`config.mk`:
```
export PLATFORM = sky130hd
export DESIGN_NAME = ascii_uart_tx
export DESIGN_NICKNAME = d
export VERILOG_FILES = /design/src/rtl/ascii_uart_tx.sv
export SDC_FILE = /design/constraint.sdc
export NUM_CORES = 1
export LEC_CHECK = 0
export ABC_AREA = 1
export CORE_MARGIN = 3
export CORE_UTILIZATION = 35
export CTS_CLUSTER_DIAMETER = 50
export DETAILED_ROUTE_END_ITERATION = 6
export PLACE_DENSITY = 0.6
export SLEW_MARGIN = 20
export SYNTH_ARGS = -nofsm -noshare
export SYNTH_HDL_FRONTEND = slang
export SYNTH_SLANG_ARGS = --single-unit
export TNS_END_PERCENT = 20
```
`constraint.sdc`:
```
create_clock -name clk -period 4.15 [get_ports clk]
set_input_delay 0.83 -clock clk [delete_from_list [all_inputs] [get_ports clk]]
set_output_delay 0.83 -clock clk [all_outputs]
set_load 0.02 [all_outputs]
```
`src/rtl/ascii_uart_tx.sv`:
```
// ascii_uart_tx: 8N1 serial transmitter for 7-bit ASCII characters.
// A character is accepted through a valid/ready handshake while idle. It is sent
// as one start bit, eight data bits LSB first (bit 7 is always 0) and one stop bit.
// Each bit lasts CLKS_PER_BIT clock cycles.
module ascii_uart_tx #(
    parameter int CLKS_PER_BIT = 16
) (
    input  logic       clk,
    input  logic       rst,
    input  logic [6:0] char_in,
    input  logic       char_valid,
    output logic       char_ready,
    output logic       tx,
    output logic       busy
);

    localparam int            CW      = $clog2(CLKS_PER_BIT);
    localparam logic [CW-1:0] CNT_MAX = CW'(CLKS_PER_BIT - 1);

    typedef enum logic [1:0] {
        S_IDLE,
        S_START,
        S_DATA,
        S_STOP
    } state_e;

    state_e        state_q, state_d;
    logic [CW-1:0] cnt_q, cnt_d;
    logic [2:0]    idx_q, idx_d;
    logic [7:0]    sh_q, sh_d;
    logic          tx_q, tx_d;
    logic          bit_end;

    // State register: synchronous reset has priority over every other event.
    always_ff @(posedge clk) begin
        // NOTE: sequential state uses non-blocking assignments only, so every
        // flop samples the pre-edge values of the others.
        if (rst) begin
            state_q <= S_IDLE;
            cnt_q   <= '0;
            idx_q   <= '0;
            sh_q    <= '0;
            tx_q    <= 1'b1;
        end else begin
            state_q <= state_d;
            cnt_q   <= cnt_d;
            idx_q   <= idx_d;
            sh_q    <= sh_d;
            tx_q    <= tx_d;
        end
    end

    assign bit_end = (cnt_q == CNT_MAX);

    // Next-state logic: handshake, bit-time counting and data shifting.
    always_comb begin
        // NOTE: every variable gets a default first, so no path leaves it
        // unassigned and no latch is inferred.
        state_d = state_q;
        cnt_d   = cnt_q;
        idx_d   = idx_q;
        sh_d    = sh_q;
        unique case (state_q)
            S_IDLE: begin
                if (char_valid) begin
                    sh_d    = {1'b0, char_in};
                    cnt_d   = '0;
                    state_d = S_START;
                end
            end
            S_START: begin
                if (bit_end) begin
                    cnt_d   = '0;
                    idx_d   = '0;
                    state_d = S_DATA;
                end else begin
                    cnt_d = cnt_q + CW'(1);
                end
            end
            S_DATA: begin
                if (bit_end) begin
                    cnt_d = '0;
                    sh_d  = {1'b0, sh_q[7:1]};
                    if (idx_q == 3'd7) begin
                        state_d = S_STOP;
                    end else begin
                        idx_d = idx_q + 3'd1;
                    end
                end else begin
                    cnt_d = cnt_q + CW'(1);
                end
            end
            S_STOP: begin
                if (bit_end) begin
                    cnt_d   = '0;
                    state_d = S_IDLE;
                end else begin
                    cnt_d = cnt_q + CW'(1);
                end
            end
            default: state_d = S_IDLE;
        endcase
    end

    // Output logic: the line level is computed from the next state so the
    // registered tx lines up with the state it belongs to, with no extra delay.
    always_comb begin
        tx_d = 1'b1;
        unique case (state_d)
            S_IDLE:  tx_d = 1'b1;
            S_START: tx_d = 1'b0;
            S_DATA:  tx_d = sh_d[0];
            S_STOP:  tx_d = 1'b1;
            default: tx_d = 1'b1;
        endcase
    end

    assign tx         = tx_q;
    assign char_ready = (state_q == S_IDLE);
    assign busy       = (state_q != S_IDLE);

endmodule
```
# --- Word level (Yosys, flattened, before mapping) ---
# Cells that the tools add are included.
totals:
  reg_bits: 18
  output_inout_bits: 3
  in_bits: 10
  word_cells: 46
op_classes:
  n_addsub: 2
  n_eq_ne: 12
  reduce_logical: 9
  n_mux: 17
op_table:
  columns: ["cell", "count"]
  rows:
  - ["$mux W8", 2]
  - ["$pmux W8 S2", 1]
  - ["$mux W2", 5]
  - ["$mux W3", 3]
  - ["$eq A2 B2 Y1 const B", 4]
  - ["$mux W4", 2]
  - ["$ne A2 B2 Y1 const B", 4]
  - ["$pmux W2 S4", 1]
  - ["$pmux W4 S2", 1]
  - ["$pmux W3 S2", 1]
  - ["$reduce_bool A2 Y1", 3]
  - ["$add A4 B1 Y4 const B", 1]
  - ["$eq A2 B1 Y1 const B", 2]
  - ["$eq A4 B4 Y1 const B", 1]
  - ["$logic_not A2 Y1", 2]
  - ["$reduce_and A4 Y1", 1]
  - ["$add A3 B1 Y3 const B", 1]
  - ["$eq A3 B3 Y1 const B", 1]
  - ["$pmux W1 S3", 1]
  - ["$reduce_and A3 Y1", 1]
  - ["$reduce_or A3 Y1", 1]
  - ["$reduce_or A2 Y1", 1]

# --- Logic depth before layout (Yosys ltp) ---
# Gate-level depths: netlist (run 1).
depth:
  word_depth: 7
  depth_mapped: 11
  ltp_nobuf: 11

# --- Worst setup path after synthesis (run 1) ---
# OpenSTA, ideal clock, no wires.
synth_timing:
  kind: "input-to-reg"
  start: "input char_valid"
  end: "register tx_q (netlist: tx)"
  stages: 9
  slack_ps: 2508
  required_time_ps: 4037
  arrival_ps: 1529
  n_path_buf: 0
  cell_sequence: "inv_1 > nand2_1 > nand3_1 > inv_1 > ha_1 > inv_1 > nand2_1 > nand2_1 > nand2_1"
synth_between:
  elab_chain_len: 5
  elab_cells_between_ends: 10
synth_rtl:
  columns: ["element", "line_no", "source"]
  rows:
  - ["from (decl)", "11", "input logic char_valid,"]
  - ["$mux W2", "65", "if (char_valid) begin"]
  - ["$pmux W2 S4", "63", "unique case (state_q)"]
  - ["$eq A2 B2 Y1 or $logic_not A2 Y1 (tied branches)", "109", "unique case (state_d)"]
  - ["$reduce_or A2 Y1 (no line)", null, null]
  - ["$pmux W1 S3 (*)", "109", null]
  - ["to (signal assigned)", "49", "tx_q <= tx_d;"]
  - ["to (decl)", "31", "logic tx_q, tx_d;"]
# Mark *: on every way between the ends. The rest lies on a longest branch, timed or not. The select of a mux whose other input is x is not followed.
# A chain may end at the register's enable or synchronous reset.

# --- Worst setup path in the final report (run 1) ---
layout_timing:
  start: "register state_q[1]"
  end: "output busy"
layout_between:
  elab_chain_len: 1
layout_rtl:
  columns: ["element", "line_no", "source"]
  rows:
  - ["from (decl)", "27", "state_e state_q, state_d;"]
  - ["from (signal assigned)", "45", "state_q <= state_d;"]
  - ["$reduce_bool A2 Y1", "120", "assign busy = (state_q != S_IDLE);"]
  - ["to (decl)", "14", "output logic busy"]
# No other way between the ends.

==> flow_summary.yaml, run 1 <==
setup_path:
  end_kind: "output port"
  cp.arrival_ns: 1.56
  worstSetupStartpointType: "flip-flop"
  crit_required_ns: 3.32
  path_max_fanout: 7
  crit_type: "reg -> out"
global_routing:
  grt_usage: 0.128
  grt_pass1_wl_um: 2730
  grt_max_degree: 15
  antenna_found_initial: 0
  grt-ovfl-total: 0
  grt_pass1_vias: 661
synthesis:
  synth-warning-count: 0
  synthTopCellsByArea: "dfxtp_1 41%, nand2_1 11%, a21oi_1 9.0%, inv_1 6.3%, ha_1 6.0%"
  ys_ff_latch: 17
  syn_nets: 125
  seq_area_frac_synth: 0.410
  ys_types: 18
  syn-mean-instance-area_um2: 7.48
  syn_area_um2: 831
  yosysTopAreaCell: "dfxtp_1"
  synth.top_cell.area_share: 0.410
  synth_cells: 111
pwr:
  power.total_uw: 303
  vdd_drop_max_uv: 162
  cellLeakagePower_uw: 0.000429
  power_density_mw_per_mm2: 301
floorplanning:
  coreArea_mm2: 0.00223
  ios: 13
  die_y_um: 54.7
  die_area_mm2: 0.00299
  rows: 17
  initial_core_util: 0.372
  fp.dieW_um: 54.7
placement:
  dpl.cell_count: 150
  gp_congestion: 0.724
  portBuffers: 12
  dp_hpwl_um: 1230
detailed_routing:
  route.vias.total: 751
  via_per_inst: 4.88
  dr.pass1.iters: 4
  routedWlPerCell_um: 10.2
  routed_wl_um: 1570
  postRouteAntennaNets: 0
  drc: 0
  drtIter0Drc: 15
layout:
  num-nets-final: 141
  syn_to_final_growth_pct: 21.4
  final_common_cell: "nand2_1"
  drive_above_1_share: 0.111
  antenna_cells: 0
  num-fill-cells: 229
  final_cell_mix: "25 x nand2_1, 17 x dfxtp_1, 15 x a21oi_1"
  final_cells: 154
sta:
  setup_viol: 0
  post-route-period-util: 0.576
  hold_viol: 0
  slew_headroom: 0.647
  finalClockSkew_ns: 0.00549
  clock.fmax_mhz: 418
  worst_slew_pin_slew_ns: 0.527
  rsz0062_at_grt: "false"
  min_period_ns: 2.39
  drv_slew: 0
  fin_tns_setup_ns: 0
clocking:
  clockRootBuffer: "clkbuf_4"
  cts_tree: "done"
  htreeDepth: 1
  cts_setup_buffers: 0
  ctsLongestPathBuffers: 2
  cts_buffers: 3
  clock-sinks: 17
  cts.clk_slew.worst_paths_ns: 0.10
  cts_resized: 0
  insertion_delay_ns: 0.29
  cts_hold_buf: 0
worst_hold_path:
  min_path_type: "reg -> reg"
run:
  maxCapViolCount: 0
run_status:
  status: "complete, no violations"
worst max-delay path: stages, from the launching register on:
cell and delay, ns:
dfxtp_1 0.48, nor2_4 0.10, inv_4 0.10, clkdlybuf4s50_1 0.60
cells in the mapped netlist, drive strengths merged:
library cell	instances
o21ai	5
nand4	1
ha	4
clkbuf	1
inv	17
dfxtp	17
a21oi	15
nor2	9
nand3	9
nand2	28
a22oi	5
metrics by stage:
stage | utilization | instance area [um2] | hold WS [ns] | worst slack, ns
2_1_floorplan | - | 831 | 0.432 | 2.51
3_3_place_gp | 0.440 | 982 | 0.448 | 1.95
3_5_place_dp | 0.440 | 982 | 0.453 | 1.92
4_1_cts | 0.452 | 1010 | 0.470 | 1.75
5_1_grt | 0.452 | 1010 | 0.497 | 1.69
6_report | 0.452 | 1010 | 0.468 | 1.76
where the power goes:
part / internal (uW) / switching (uW) / total (uW) / leakage [uW]
clock: 37.3 / 50.7 / 88.0 / 0.0000150
sequential: 170 / 4.60 / 174 / 0.000139
combinational: 19.8 / 21.2 / 41.0 / 0.000275
total: 227 / 76.5 / 303 / 0.000429
worst paths after layout:
path | start | endpoint | slack (ns) | depth (start not counted)
max reg2reg | cnt_q[0] | tx | 2.46 | 11
max | state_q[1] | busy | 1.76 | 3
min reg2reg | idx_q[0] | idx_q[0] | 0.47 | 1
min | idx_q[0] | idx_q[0] | 0.47 | 1
layout make-up:
| class | count | area [um2] | area share |
|---|---|---|---|
| multi-input combinational | 76 | 420 | 0.417 |
| sequential | 17 | 340 | 0.337 |
| timing repair buffer | 12 | 120 | 0.119 |
| inverter | 17 | 66.3 | 0.0658 |
| tap | 28 | 35.0 | 0.0347 |
| clock buffer | 4 | 26.3 | 0.0261 |
cell families (layout without fill, tap and decap cells):
family | count (synthesis) | count (layout) | synth area share
AO/OA/AOI/OAI | 25 | 25 | 0.166
buffers and inverters | 18 | 33 | 0.0843
AND/OR/NAND/NOR | 47 | 47 | 0.280
adder cells (fa/ha/maj) | 4 | 4 | 0.0602
flip-flops | 17 | 17 | 0.410
layer usage:
layer	global-route usage	routed length (um)
met5	0	0
met1	0.152	711
met2	0.211	762
met4	0.0373	16
met3	0.0490	79
sequential cells by signal, summed over array words and instances, names as in the netlist:
name,flops
cnt_q,4
idx_q,3
sh_q,7
state_q,2
tx,1
(Power assumes the default switching activity.)
==> run 2, diff against run 1 <==
Clock period 4.15 ns to 2.4 ns, I/O delays scaled along.
==> run 2 against run 1 <==
Compared with the run above: largest power group unchanged; combinational power increased by 77%; sequential power rose by 74%; critical endpoint unchanged; total power up 74%; via count is 0.40% lower; largest cell class unchanged.
==> flow_summary.yaml, run 2 (same netlist as run 1, synthesis figures left out) <==
sta:
  hold_viol: 0
  rsz0062_at_grt: "false"
  fin_tns_setup_ns: 0
  post-route-period-util: 0.850
  setup_viol: 0
  worst_slew_pin_slew_ns: 0.258
  slew_headroom: 0.828
  holdWs_ns: 0.466
  drv_slew: 0
  min_period_ns: 2.04
  clock.fmax_mhz: 490
  finalClockSkew_ns: 0.00598
  fin_ws_ns: 0.360
layout:
  reg_top3: "sh_q: 7 flops, cnt_q: 4 flops, idx_q: 3 flops"
  final_util: 0.455
  syn_to_final_growth_pct: 22.3
  regMostFlops: "sh_q"
  drive_above_1_share: 0.118
  largest_reg_flops: 7
  final_common_cell: "nand2_1"
  num-fill-cells: 239
  num-nets-final: 142
  final_cell_mix: "25 x nand2_1, 17 x dfxtp_1, 15 x a21oi_1"
  antenna_cells: 0
detailed_routing:
  drc: 0
  drtIter0Drc: 5
  dr.pass1.iters: 4
  routedWlPerCell_um: 10.2
  route.vias.total: 748
  routed_wl_um: 1590
  postRouteAntennaNets: 0
  via_per_inst: 4.83
floorplanning:
  rows: 17
  die_y_um: 54.7
  initial_core_util: 0.372
  fp.dieW_um: 54.7
  die_area_mm2: 0.00299
  coreArea_mm2: 0.00223
  ios: 13
pwr:
  cellLeakagePower_uw: 0.000434
  power_density_mw_per_mm2: 518
  vdd_drop_max_uv: 379
placement:
  gp_congestion: 0.719
  preCtsSetupSlack_ns: 0.515
  dp_hpwl_um: 1250
  portBuffers: 12
setup_path:
  path_max_fanout: 7
  worstSetupStartpointType: "flip-flop"
  end_kind: "output port"
  cp.arrival_ns: 1.56
  crit_type: "reg -> out"
  crit_required_ns: 1.92
clocking:
  cts_resized: 0
  cts_hold_buf: 0
  cts_buffers: 3
  cts_tree: "done"
  clockRootBuffer: "clkbuf_4"
  insertion_delay_ns: 0.29
  clock-sinks: 17
  ctsLongestPathBuffers: 2
  htreeDepth: 1
  cts.clk_slew.worst_paths_ns: 0.10
  cts_setup_buffers: 0
worst_hold_path:
  min_path_type: "reg -> reg"
global_routing:
  grt_pass1_wl_um: 2750
  grt-ovfl-total: 0
  grt_usage: 0.132
  antenna_found_initial: 0
  grt_max_degree: 15
  grt_pass1_vias: 647
run_status:
  status: "complete, no violations"
run:
  maxCapViolCount: 0
run 2: routing by layer:
metal / global-route usage / vias to the layer above / part of all wire
li1: - / 396 / -
met1: 0.158 / 336 / 0.45
met2: 0.205 / 12 / 0.48
met3: 0.0490 / 4 / 0.057
met4: 0.0622 / 0 / 0.020
met5: 0 / - / 0
run 2: critical path, stage by stage (launching register included):
cell and delay [ns]:
dfxtp_1 0.48, nor2_4 0.09, inv_4 0.10, clkdlybuf4s50_1 0.60
run 2: area by class of cell:
class / count / area [um2] / share of cell area
multi-input cells: 76 / 420 / 0.414
clock buffers: 4 / 26.3 / 0.0259
well taps: 28 / 35.0 / 0.0345
inverters: 17 / 66.3 / 0.0653
repair buffers: 13 / 128 / 0.126
flip-flops and latches: 17 / 340 / 0.335
run 2: through the flow:
step                      cell area [um2]  total power [uW]  std cells
after detailed placement              990               381        151
after global placement                990               380        151
after floorplan                       831               348        111
final                                1020               527        155
after global routing                 1020               561        155
after CTS                            1020               536        155
run 2: final timing paths:
check / slack (ns) / from / depth (start not counted) / to
setup / recovery: 0.36 / state_q[1] / 3 / busy
hold / removal: 0.47 / sh_q[6] / 2 / sh_q[6]
setup reg to reg: 0.69 / cnt_q[0] / 11 / tx
hold reg to reg: 0.47 / sh_q[6] / 2 / sh_q[6]
run 2: power by group:
group	switching (uW)	leakage (uW)	internal, uW
Sequential	7.91	0.000139	294
Clock	87.9	0.0000150	64.6
Combinational	37.3	0.000280	35.2
Total	133	0.000434	394
